<file path="src/rtl/csel_subtractor_seq.sv">
// -----------------------------------------------------------------------------
// csel_subtractor_seq
//
// Sequential carry-select subtractor: diff = a - b - bin (mod 2^WIDTH),
// one CHUNK-bit slice per clock, least significant slice first. Each slice
// computes both borrow-in candidates side by side; the borrow registered by
// the previous slice picks one, so no borrow ripples across slices within a
// cycle.
//
// Optional feature: define CSEL_SUB_OVF_EN to compute the signed overflow flag.
// Without it, ovf is tied to 0 and no overflow logic exists.
//
// Ports:
//   clk        clock, all state changes on the rising edge
//   rst        synchronous active-high reset, highest priority
//   in_valid   operands valid          in_ready   block accepts operands (IDLE)
//   a, b, bin  minuend, subtrahend, borrow in (latched on accept)
//   out_valid  result valid (DONE)     out_ready  consumer takes result
//   diff       a - b - bin             bout       1 iff a < b + bin (unsigned)
//   ovf        signed overflow (0 unless CSEL_SUB_OVF_EN)
// -----------------------------------------------------------------------------
module csel_subtractor_seq #(
   parameter int WIDTH = 8,
   parameter int CHUNK = 4
) (
   input  logic             clk,
   input  logic             rst,
   input  logic             in_valid,
   output logic             in_ready,
   input  logic [WIDTH-1:0] a,
   input  logic [WIDTH-1:0] b,
   input  logic             bin,
   output logic             out_valid,
   input  logic             out_ready,
   output logic [WIDTH-1:0] diff,
   output logic             bout,
   output logic             ovf
);

   localparam int NCHUNK = WIDTH / CHUNK;
   localparam int IW     = (NCHUNK > 1) ? $clog2(NCHUNK) : 1;
   localparam logic [IW-1:0] LAST_IDX = IW'(NCHUNK - 1);

   typedef enum logic [1:0] {IDLE, RUN, DONE} state_t;

   state_t           state_q;
   logic [WIDTH-1:0] a_q;
   logic [WIDTH-1:0] b_q;
   logic [WIDTH-1:0] diff_q;
   logic [IW-1:0]    idx_q;
   logic             borrow_q;
   logic             bout_q;
   logic             in_ready_q;
   logic             out_valid_q;

   // Current slice operands and both borrow-in candidates. The extra top bit
   // of each difference is the slice borrow-out (set when the result went
   // negative).
   logic [CHUNK-1:0] a_slice;
   logic [CHUNK-1:0] b_slice;
   logic [CHUNK:0]   sub0;
   logic [CHUNK:0]   sub1;
   logic [CHUNK-1:0] r_sel_d;
   logic             b_sel_d;

   always_comb begin
      a_slice = a_q[idx_q*CHUNK +: CHUNK];
      b_slice = b_q[idx_q*CHUNK +: CHUNK];
      sub0    = {1'b0, a_slice} - {1'b0, b_slice};
      sub1    = {1'b0, a_slice} - {1'b0, b_slice} - (CHUNK+1)'(1);
      r_sel_d = borrow_q ? sub1[CHUNK-1:0] : sub0[CHUNK-1:0];
      b_sel_d = borrow_q ? sub1[CHUNK]     : sub0[CHUNK];
   end

`ifdef CSEL_SUB_OVF_EN
   logic ovf_q;
   // Overflow when operand signs differ and the result sign differs from a.
   // On the last slice the top bit of r_sel_d is the result MSB.
   logic ovf_d;
   assign ovf_d = (a_q[WIDTH-1] != b_q[WIDTH-1]) && (r_sel_d[CHUNK-1] != a_q[WIDTH-1]);
   assign ovf   = ovf_q;
`else
   assign ovf = 1'b0;
`endif

   always_ff @(posedge clk) begin
      if (rst) begin
         state_q     <= IDLE;
         a_q         <= '0;
         b_q         <= '0;
         diff_q      <= '0;
         idx_q       <= '0;
         borrow_q    <= 1'b0;
         bout_q      <= 1'b0;
         in_ready_q  <= 1'b1;
         out_valid_q <= 1'b0;
`ifdef CSEL_SUB_OVF_EN
         ovf_q       <= 1'b0;
`endif
      end else begin
         case (state_q)
            IDLE: begin
               if (in_valid) begin
                  a_q        <= a;
                  b_q        <= b;
                  borrow_q   <= bin;
                  idx_q      <= '0;
                  in_ready_q <= 1'b0;
                  state_q    <= RUN;
               end
            end
            RUN: begin
               diff_q[idx_q*CHUNK +: CHUNK] <= r_sel_d;
               borrow_q <= b_sel_d;
               if (idx_q == LAST_IDX) begin
                  idx_q       <= '0;
                  bout_q      <= b_sel_d;
`ifdef CSEL_SUB_OVF_EN
                  ovf_q       <= ovf_d;
`endif
                  out_valid_q <= 1'b1;
                  state_q     <= DONE;
               end else begin
                  idx_q <= idx_q + 1'b1;
               end
            end
            DONE: begin
               // Results stay frozen until taken; new operands are not
               // accepted in this cycle, only once back in IDLE.
               if (out_ready) begin
                  out_valid_q <= 1'b0;
                  in_ready_q  <= 1'b1;
                  state_q     <= IDLE;
               end
            end
            default: begin
               state_q     <= IDLE;
               in_ready_q  <= 1'b1;
               out_valid_q <= 1'b0;
            end
         endcase
      end
   end

   assign in_ready  = in_ready_q;
   assign out_valid = out_valid_q;
   assign diff      = diff_q;
   assign bout      = bout_q;

endmodule

</file>
<file path="config.mk">
export PLATFORM = sky130hd
export DESIGN_NAME = csel_subtractor_seq
export DESIGN_NICKNAME = d
export VERILOG_FILES = /design/src/rtl/csel_subtractor_seq.sv
export SDC_FILE = /design/constraint.sdc
export NUM_CORES = 1
export LEC_CHECK = 0
export ABC_AREA = 1
export ABC_CLOCK_PERIOD_IN_PS = 2890
export BUFFER_PORTS_ARGS = -buffer_cell sky130_fd_sc_hd__buf_2
export CORE_MARGIN = 1
export CORE_UTILIZATION = 30
export DETAILED_ROUTE_END_ITERATION = 7
export GPL_ROUTABILITY_DRIVEN = 0
export MAX_ROUTING_LAYER = met4
export PLACE_DENSITY = 0.48
export SYNTH_ARGS = -nofsm -noshare
export SYNTH_HDL_FRONTEND = slang
export SYNTH_SLANG_ARGS = --single-unit
</file>
<file path="constraint.sdc">
create_clock -name clk -period 2.89 [get_ports clk]
set_clock_uncertainty 0.2 [all_clocks]
set_input_delay 0.289 -clock clk [delete_from_list [all_inputs] [get_ports clk]]
set_output_delay 0.289 -clock clk [all_outputs]
set_load 0.01 [all_outputs]
</file>
==> results.sh, run 1 <==
export IMPL_ys_flop_type="sky130_fd_sc_hd__dfxtp_1"
export IMPL_clk_root_buffer_cell="sky130_fd_sc_hd__clkbuf_8"
export IMPL_cp_required_ns=2.91
export IMPL_detailroute_via_count=1255
export IMPL_cts_sinks=31
export IMPL_final_max_slew_viol_count=0
export IMPL_maxClockFrequency_ghz=0.403
export IMPL_drive_gt1_frac=0.226
export IMPL_areaGrowthSynthToFinish_pct=19.5
export IMPL_groute_layer_met1_usage=0.175
export IMPL_outcome="complete, no violations"
export IMPL_post_synth_main_area_contributors="sky130_fd_sc_hd__dfxtp_1 (43%), sky130_fd_sc_hd__nor2_1 (10%), sky130_fd_sc_hd__o21ai_0 (9.0%)"
export IMPL_setup_tns_final_ns=0
export IMPL_die_width_um=71.5
export IMPL_power_leakage_nw=0.824
export IMPL_layout_worst_path_cycle_share=0.859
export IMPL_grtUsageMet2=0.201
export IMPL_first_pass_grt_wire_length_um=5160
export IMPL_clk_latency_ns=0.28
export IMPL_worstPathBufferInverterCount=3
export IMPL_grt_use_total=0.138
export IMPL_route_detailed_wl_per_inst_um=10.7
export IMPL_synth_cell_types=27
export IMPL_drt_antenna_violating_nets=0
export IMPL_synthDominantAreaCellType="sky130_fd_sc_hd__dfxtp_1"
export IMPL_io_buffers=31
export IMPL_dp_cells=270
export IMPL_peakVddDrop_v=0.000265
export IMPL_worst_r2r_path_depth=14
export IMPL_remaining_drc_errors=0
export IMPL_dr_first_iter_drc_count=50
export IMPL_groute_layer_met3_usage=0.0464
export IMPL_synth_async_sr_flop_share=0
export IMPL_floorplan_die_area_um2=5110
export IMPL_top_level_ports=33
export IMPL_netlist_instances=192
export IMPL_max_clock_path_buffers=2
export IMPL_slew_headroom=0.579
export IMPL_grt_overflow_total=0
export IMPL_worst_margin_pin_slew_ns=0.630
export IMPL_synth_warning_count=0
export IMPL_final_design_area_no_fill_um2=1730
export IMPL_cts_max_level=2
export IMPL_setup_reg_to_reg_worst_slack_ns=0.41
export IMPL_critical_path_class="reg2reg"
export IMPL_ys_top_cells_by_count="sky130_fd_sc_hd__nor2_1 (40), sky130_fd_sc_hd__dfxtp_1 (31), sky130_fd_sc_hd__nand2_1 (26), sky130_fd_sc_hd__o21ai_0 (26), sky130_fd_sc_hd__inv_1 (15)"
export IMPL_cts_resized_gates=0
export IMPL_ctsHoldBuffers=0
export IMPL_start_util=0.322
export IMPL_timing_hold_violations_final=0
export IMPL_crit_path_top_delay_cell="sky130_fd_sc_hd__dfxtp_1"
export IMPL_maximum_number_of_pins_on_one_net_before_global_route_repair=28
export IMPL_syn_cell_area_um2=1450
export IMPL_startpoint="idx_q$_SDFFE_PP0P_"
export IMPL_rows=24
export IMPL_timing_final_crit_period_ns=2.48
export IMPL_number_of_antenna_violations_at_the_first_check_in_global_routing=0
export IMPL_floorplan_core_area_um2=4500
export IMPL_routed_vias_inst=4.51
export IMPL_synth_fp_nets=219
export IMPL_die_h_um=71.5
export IMPL_placed_cell_area_um2=1650
export IMPL_route_final_wire_length_um=2980
export IMPL_worstPathCellList="inv_1, nand2_1, nand2_1, ha_1, inv_1, fa_1, inv_1, ha_1, nand2_1, nor2_2, nand3_1, nand2_2, nand3_2, a21oi_2"
export IMPL_crit_path_start_kind="register"
export IMPL_cts_buffers=5
export IMPL_antenna_cells_inserted=0
export IMPL_post_synth_top_area_fraction=0.428
export IMPL_worstSetupPathDepth=14
export IMPL_most_crowded_layer_after_global_routing="met2"
export IMPL_worst_hold_path_num_cells=2
export IMPL_postCtsSetupBuffers=0
export IMPL_class_of_the_tightest_hold_or_removal_check="in2reg"
export IMPL_setup_viol=0
export IMPL_tritoncts_clock_tree="built"
export IMPL_placed_wire_length_estimate_after_detailed_placement_um=2230
export IMPL_first_global_vias=1152
export IMPL_arrival_ns=2.50
export IMPL_finalNetCount=252
export IMPL_synth_yosys_seq_area_share=0.428
export IMPL_drt_pass1_iter_count=4
export IMPL_number_of_maximum_capacitance_constraint_violations=0
export IMPL_rsz0062_at_grt="false"
export IMPL_hold_start="rst"
export IMPL_register_clock_pin_slew_on_the_reported_worst_setup_and_hold_paths_ns=0.07
export IMPL_critPathMaxFanout=5
export IMPL_post_synthesis_average_cell_area_um2=7.55
export IMPL_post_synth_top_count_cell="sky130_fd_sc_hd__nor2_1"
export IMPL_whs_ns=0.0331
export IMPL_critical_path_max_stage_delay_ns=0.45
export IMPL_power_density_nw_per_um2=630
export IMPL_synth_edf_count=0
export IMPL_worst_path_dominant_cell_family="adder cells"
export IMPL_timing_rr_start="idx_q$_SDFFE_PP0P_"
export IMPL_postSynthRegisterBits=31
export IMPL_crit_path_end_kind="register"
export IMPL_finalNonFillerCells=278
-- report_power, final --
group	switching (mW)	internal (mW)
combinational	0.166	0.108
sequential	0.0223	0.465
clock	0.161	0.168
total	0.350	0.741
-- layout by cell type (no fill, tap or decap), types with 3 or more instances in the layout --
| cell | instances |
|---|---|
| sky130_fd_sc_hd__mux2i_1 | 4 |
| sky130_fd_sc_hd__o21ai_0 | 26 |
| sky130_fd_sc_hd__clkbuf_8 | 5 |
| sky130_fd_sc_hd__a21oi_1 | 9 |
| sky130_fd_sc_hd__ha_1 | 5 |
| sky130_fd_sc_hd__xnor2_1 | 3 |
| sky130_fd_sc_hd__nand2_2 | 4 |
| sky130_fd_sc_hd__buf_2 | 31 |
| sky130_fd_sc_hd__inv_1 | 15 |
| sky130_fd_sc_hd__nor2_1 | 40 |
| sky130_fd_sc_hd__nand3_1 | 6 |
| sky130_fd_sc_hd__nand2_1 | 26 |
| sky130_fd_sc_hd__dfxtp_1 | 31 |
-- layout make-up --
cell class              count  area, µm²
clock buffers               6       72.6
clock inverters             2       12.5
fillers                   497       2770
inverters                  17       63.8
multi-input cells         137        727
flip-flops and latches     31        621
well taps                  52       65.1
repair buffers             33        170
-- path summary, 6_finish.rpt --
| kind | end |
|---|---|
| max | borrow_q$_SDFFE_PP0P_ |
| min | borrow_q$_SDFFE_PP0P_ |
| max reg2reg | borrow_q$_SDFFE_PP0P_ |
| min reg2reg | out_valid$_SDFFE_PP0P_ |
-- routing by layer --
metal | part of all wire | vias up | wire length, µm
li1 | - | 680 | -
met1 | 0.51 | 548 | 1510
met2 | 0.44 | 22 | 1310
met3 | 0.033 | 5 | 98
met4 | 0.018 | 0 | 55
met5 | 0 | - | 0
-- through the flow --
| stage | total power, mW | util | setup WS [ns] |
|---|---|---|---|
| after floorplan | 0.704 | - | 0.531 |
| after detailed placement | 0.776 | 0.366 | 0.390 |
| after global placement | 0.775 | 0.366 | 0.473 |
| final | 1.09 | 0.384 | 0.407 |
| after global routing | 1.18 | 0.384 | 0.159 |
| after CTS | 1.11 | 0.384 | 0.395 |
-- cells by family (layout without fill, tap and decap cells) --
| group | Yosys count | after routing | synth area share |
|---|---|---|---|
| DFF | 31 | 31 | 0.428 |
| muxes | 4 | 4 | 0.0276 |
| and+or+nand+nor | 82 | 82 | 0.244 |
| other | 1 | 1 | 0.00259 |
| adders and majority gates | 6 | 6 | 0.0570 |
| AOI/OAI and AO/OA | 41 | 41 | 0.153 |
| buffers and inverters | 24 | 58 | 0.0699 |
| xor gates and xnor gates | 3 | 3 | 0.0181 |
-- sequential cells by signal, summed over array words and instances (netlist names) --
signal,flops
a_q,8
b_q,8
diff,8
state_q,2
borrow_q,1
bout,1
idx_q,1
in_ready,1
out_valid,1
(Power assumes the default switching activity.)
==> inputs of run 2 (changes only) <==
==> constraint.sdc (replaced) <==
create_clock -name clk -period 2.89 [get_ports clk]
set_clock_uncertainty 0.2 [all_clocks]
set_input_delay 0.7225 -clock clk [delete_from_list [all_inputs] [get_ports clk]]
set_output_delay 0.7225 -clock clk [all_outputs]
set_load 0.01 [all_outputs]
==> run 2 against run 1 <==
First-iteration DRC count shrank 58%. Largest cell class unchanged. Critical path type unchanged. Critical endpoint is now bout$_SDFFE_PP0P_. Critical path depth down 4. Sequential cell count unchanged.
==> results.sh, run 2 (same netlist as run 1, synthesis figures left out) <==
export IMPL_number_of_antenna_violations_at_the_first_check_in_global_routing=0
export IMPL_first_global_vias=1146
export IMPL_die_h_um=71.5
export IMPL_route_final_wire_length_um=2950
export IMPL_critical_path_class="reg2reg"
export IMPL_fillCellCount=514
export IMPL_postCtsSetupBuffers=0
export IMPL_critical_path_max_stage_delay_ns=0.48
export IMPL_number_of_maximum_capacitance_constraint_violations=0
export IMPL_clk_latency_ns=0.28
export IMPL_worstPathCellList="buf_4, mux2i_1, fa_1, inv_1, ha_1, nand2_1, nor2_2, nand4_1, nand2_1, a21oi_1"
export IMPL_power_leakage_nw=0.834
export IMPL_finalNonFillerCells=278
export IMPL_dr_first_iter_drc_count=21
export IMPL_grt_overflow_total=0
export IMPL_floorplan_core_area_um2=4500
export IMPL_highest_layer="met4"
export IMPL_drt_pass1_iter_count=4
export IMPL_cp_common_cell="sky130_fd_sc_hd__nand2_1"
export IMPL_tritoncts_clock_tree="built"
export IMPL_critPathMaxFanout=7
export IMPL_cts_resized_gates=0
export IMPL_seq_area_um2=621
export IMPL_maxClockFrequency_ghz=0.404
export IMPL_maximum_number_of_pins_on_one_net_before_global_route_repair=18
export IMPL_placed_wire_length_estimate_after_detailed_placement_um=2270
export IMPL_wl_met3_um=117
export IMPL_clk_root_buffer_cell="sky130_fd_sc_hd__clkbuf_8"
export IMPL_setup_viol=0
export IMPL_drt_antenna_violating_nets=0
export IMPL_areaGrowthSynthToFinish_pct=20.2
export IMPL_routed_wl_met2_um=1220
export IMPL_power_density_nw_per_um2=633
export IMPL_worstPathBufferInverterCount=2
export IMPL_crit_path_top_delay_cell="sky130_fd_sc_hd__fa_1"
export IMPL_finalNetCount=253
export IMPL_drive_gt1_frac=0.230
export IMPL_dp_cells=271
export IMPL_floorplan_die_area_um2=5110
export IMPL_rows=24
export IMPL_route_detailed_wl_per_inst_um=10.6
export IMPL_arrival_ns=2.44
export IMPL_startpoint="idx_q$_SDFFE_PP0P_"
export IMPL_wl_met1_um=1540
export IMPL_setup_tns_final_ns=0
export IMPL_timing_rr_start="idx_q$_SDFFE_PP0P_"
export IMPL_start_util=0.322
export IMPL_crit_path_end_kind="register"
export IMPL_grt_use_total=0.139
export IMPL_final_max_slew_viol_count=0
export IMPL_outcome="complete, no violations"
export IMPL_first_pass_grt_wire_length_um=5280
export IMPL_cts_max_level=2
export IMPL_remaining_drc_errors=0
export IMPL_crit_path_start_kind="register"
export IMPL_max_clock_path_buffers=2
export IMPL_layout_worst_path_cycle_share=0.856
export IMPL_io_buffers=31
export IMPL_layout_commonest_cell="sky130_fd_sc_hd__nor2_1"
export IMPL_top_level_ports=33
export IMPL_detailroute_via_count=1249
export IMPL_hold_start="out_valid$_SDFFE_PP0P_"
export IMPL_multiInputGateArea_um2=727
export IMPL_peakVddDrop_v=0.000226
export IMPL_class_of_the_tightest_hold_or_removal_check="reg2reg"
export IMPL_timing_hold_violations_final=0
export IMPL_cts_buffers=5
export IMPL_antenna_cells_inserted=0
export IMPL_worst_path_dominant_cell_family="adder cells"
export IMPL_mostFrequentLayoutCells="sky130_fd_sc_hd__nor2_1 (40), sky130_fd_sc_hd__dfxtp_1 (31), sky130_fd_sc_hd__buf_2 (31)"
export IMPL_register_clock_pin_slew_on_the_reported_worst_setup_and_hold_paths_ns=0.06
export IMPL_die_width_um=71.5
export IMPL_cp_required_ns=2.86
export IMPL_ctsHoldBuffers=0
export IMPL_timing_final_crit_period_ns=2.47
export IMPL_cts_sinks=31
export IMPL_routed_vias_inst=4.49
export IMPL_rsz0062_at_grt="false"
-- run 2: worst paths after layout --
check | to | slack [ns] | depth (start not counted)
setup / recovery | bout$_SDFFE_PP0P_ | 0.42 | 10
hold / removal | out_valid$_SDFFE_PP0P_ | 0.27 | 2
setup reg to reg | bout$_SDFFE_PP0P_ | 0.42 | 10
hold reg to reg | out_valid$_SDFFE_PP0P_ | 0.27 | 2
-- run 2: per-stage QoR --
step / util / power, mW / hold WS, ns / area (µm²) / setup slack, ns
finish: 0.387 / 1.10 / 0.272 / 1740 / 0.416
global route: 0.387 / 1.18 / 0.291 / 1740 / 0.217
CTS: 0.387 / 1.11 / 0.275 / 1740 / 0.390
detailed placement: 0.367 / 0.775 / 0.266 / 1650 / 0.399
global placement: 0.367 / 0.777 / 0.265 / 1650 / 0.474
floorplan: - / 0.704 / 0.254 / 1450 / 0.531
-- run 2: area by class of cell --
type                            count  area share
Clock buffer                        6      0.0474
Clock inverter                      1     0.00287
Inverter                           17      0.0366
Multi-Input combinational cell    137       0.417
Sequential cell                    31       0.356
Tap cell                           52      0.0374
Timing Repair Buffer               34       0.102
-- run 2: worst reg2reg max path, stage by stage (launching register included) --
cell,delay (ns)
sky130_fd_sc_hd__dfxtp_1,0.44
sky130_fd_sc_hd__buf_4,0.20
sky130_fd_sc_hd__mux2i_1,0.31
sky130_fd_sc_hd__fa_1,0.48
sky130_fd_sc_hd__inv_1,0.09
sky130_fd_sc_hd__ha_1,0.14
sky130_fd_sc_hd__nand2_1,0.08
sky130_fd_sc_hd__nor2_2,0.13
sky130_fd_sc_hd__nand4_1,0.14
sky130_fd_sc_hd__nand2_1,0.10
sky130_fd_sc_hd__a21oi_1,0.06
-- run 2: power by group --
group          leakage (nW)  internal [mW]  switching [mW]  total (mW)
clock network        0.0470          0.186           0.154       0.341
logic                 0.532          0.109           0.165       0.274
registers             0.255          0.465          0.0228       0.488
-- run 2: per-layer routing --
metal,up-vias,global-route usage
li1,683,-
met1,535,0.174
met2,25,0.199
met3,6,0.0422
met4,0,0.0784
met5,-,-
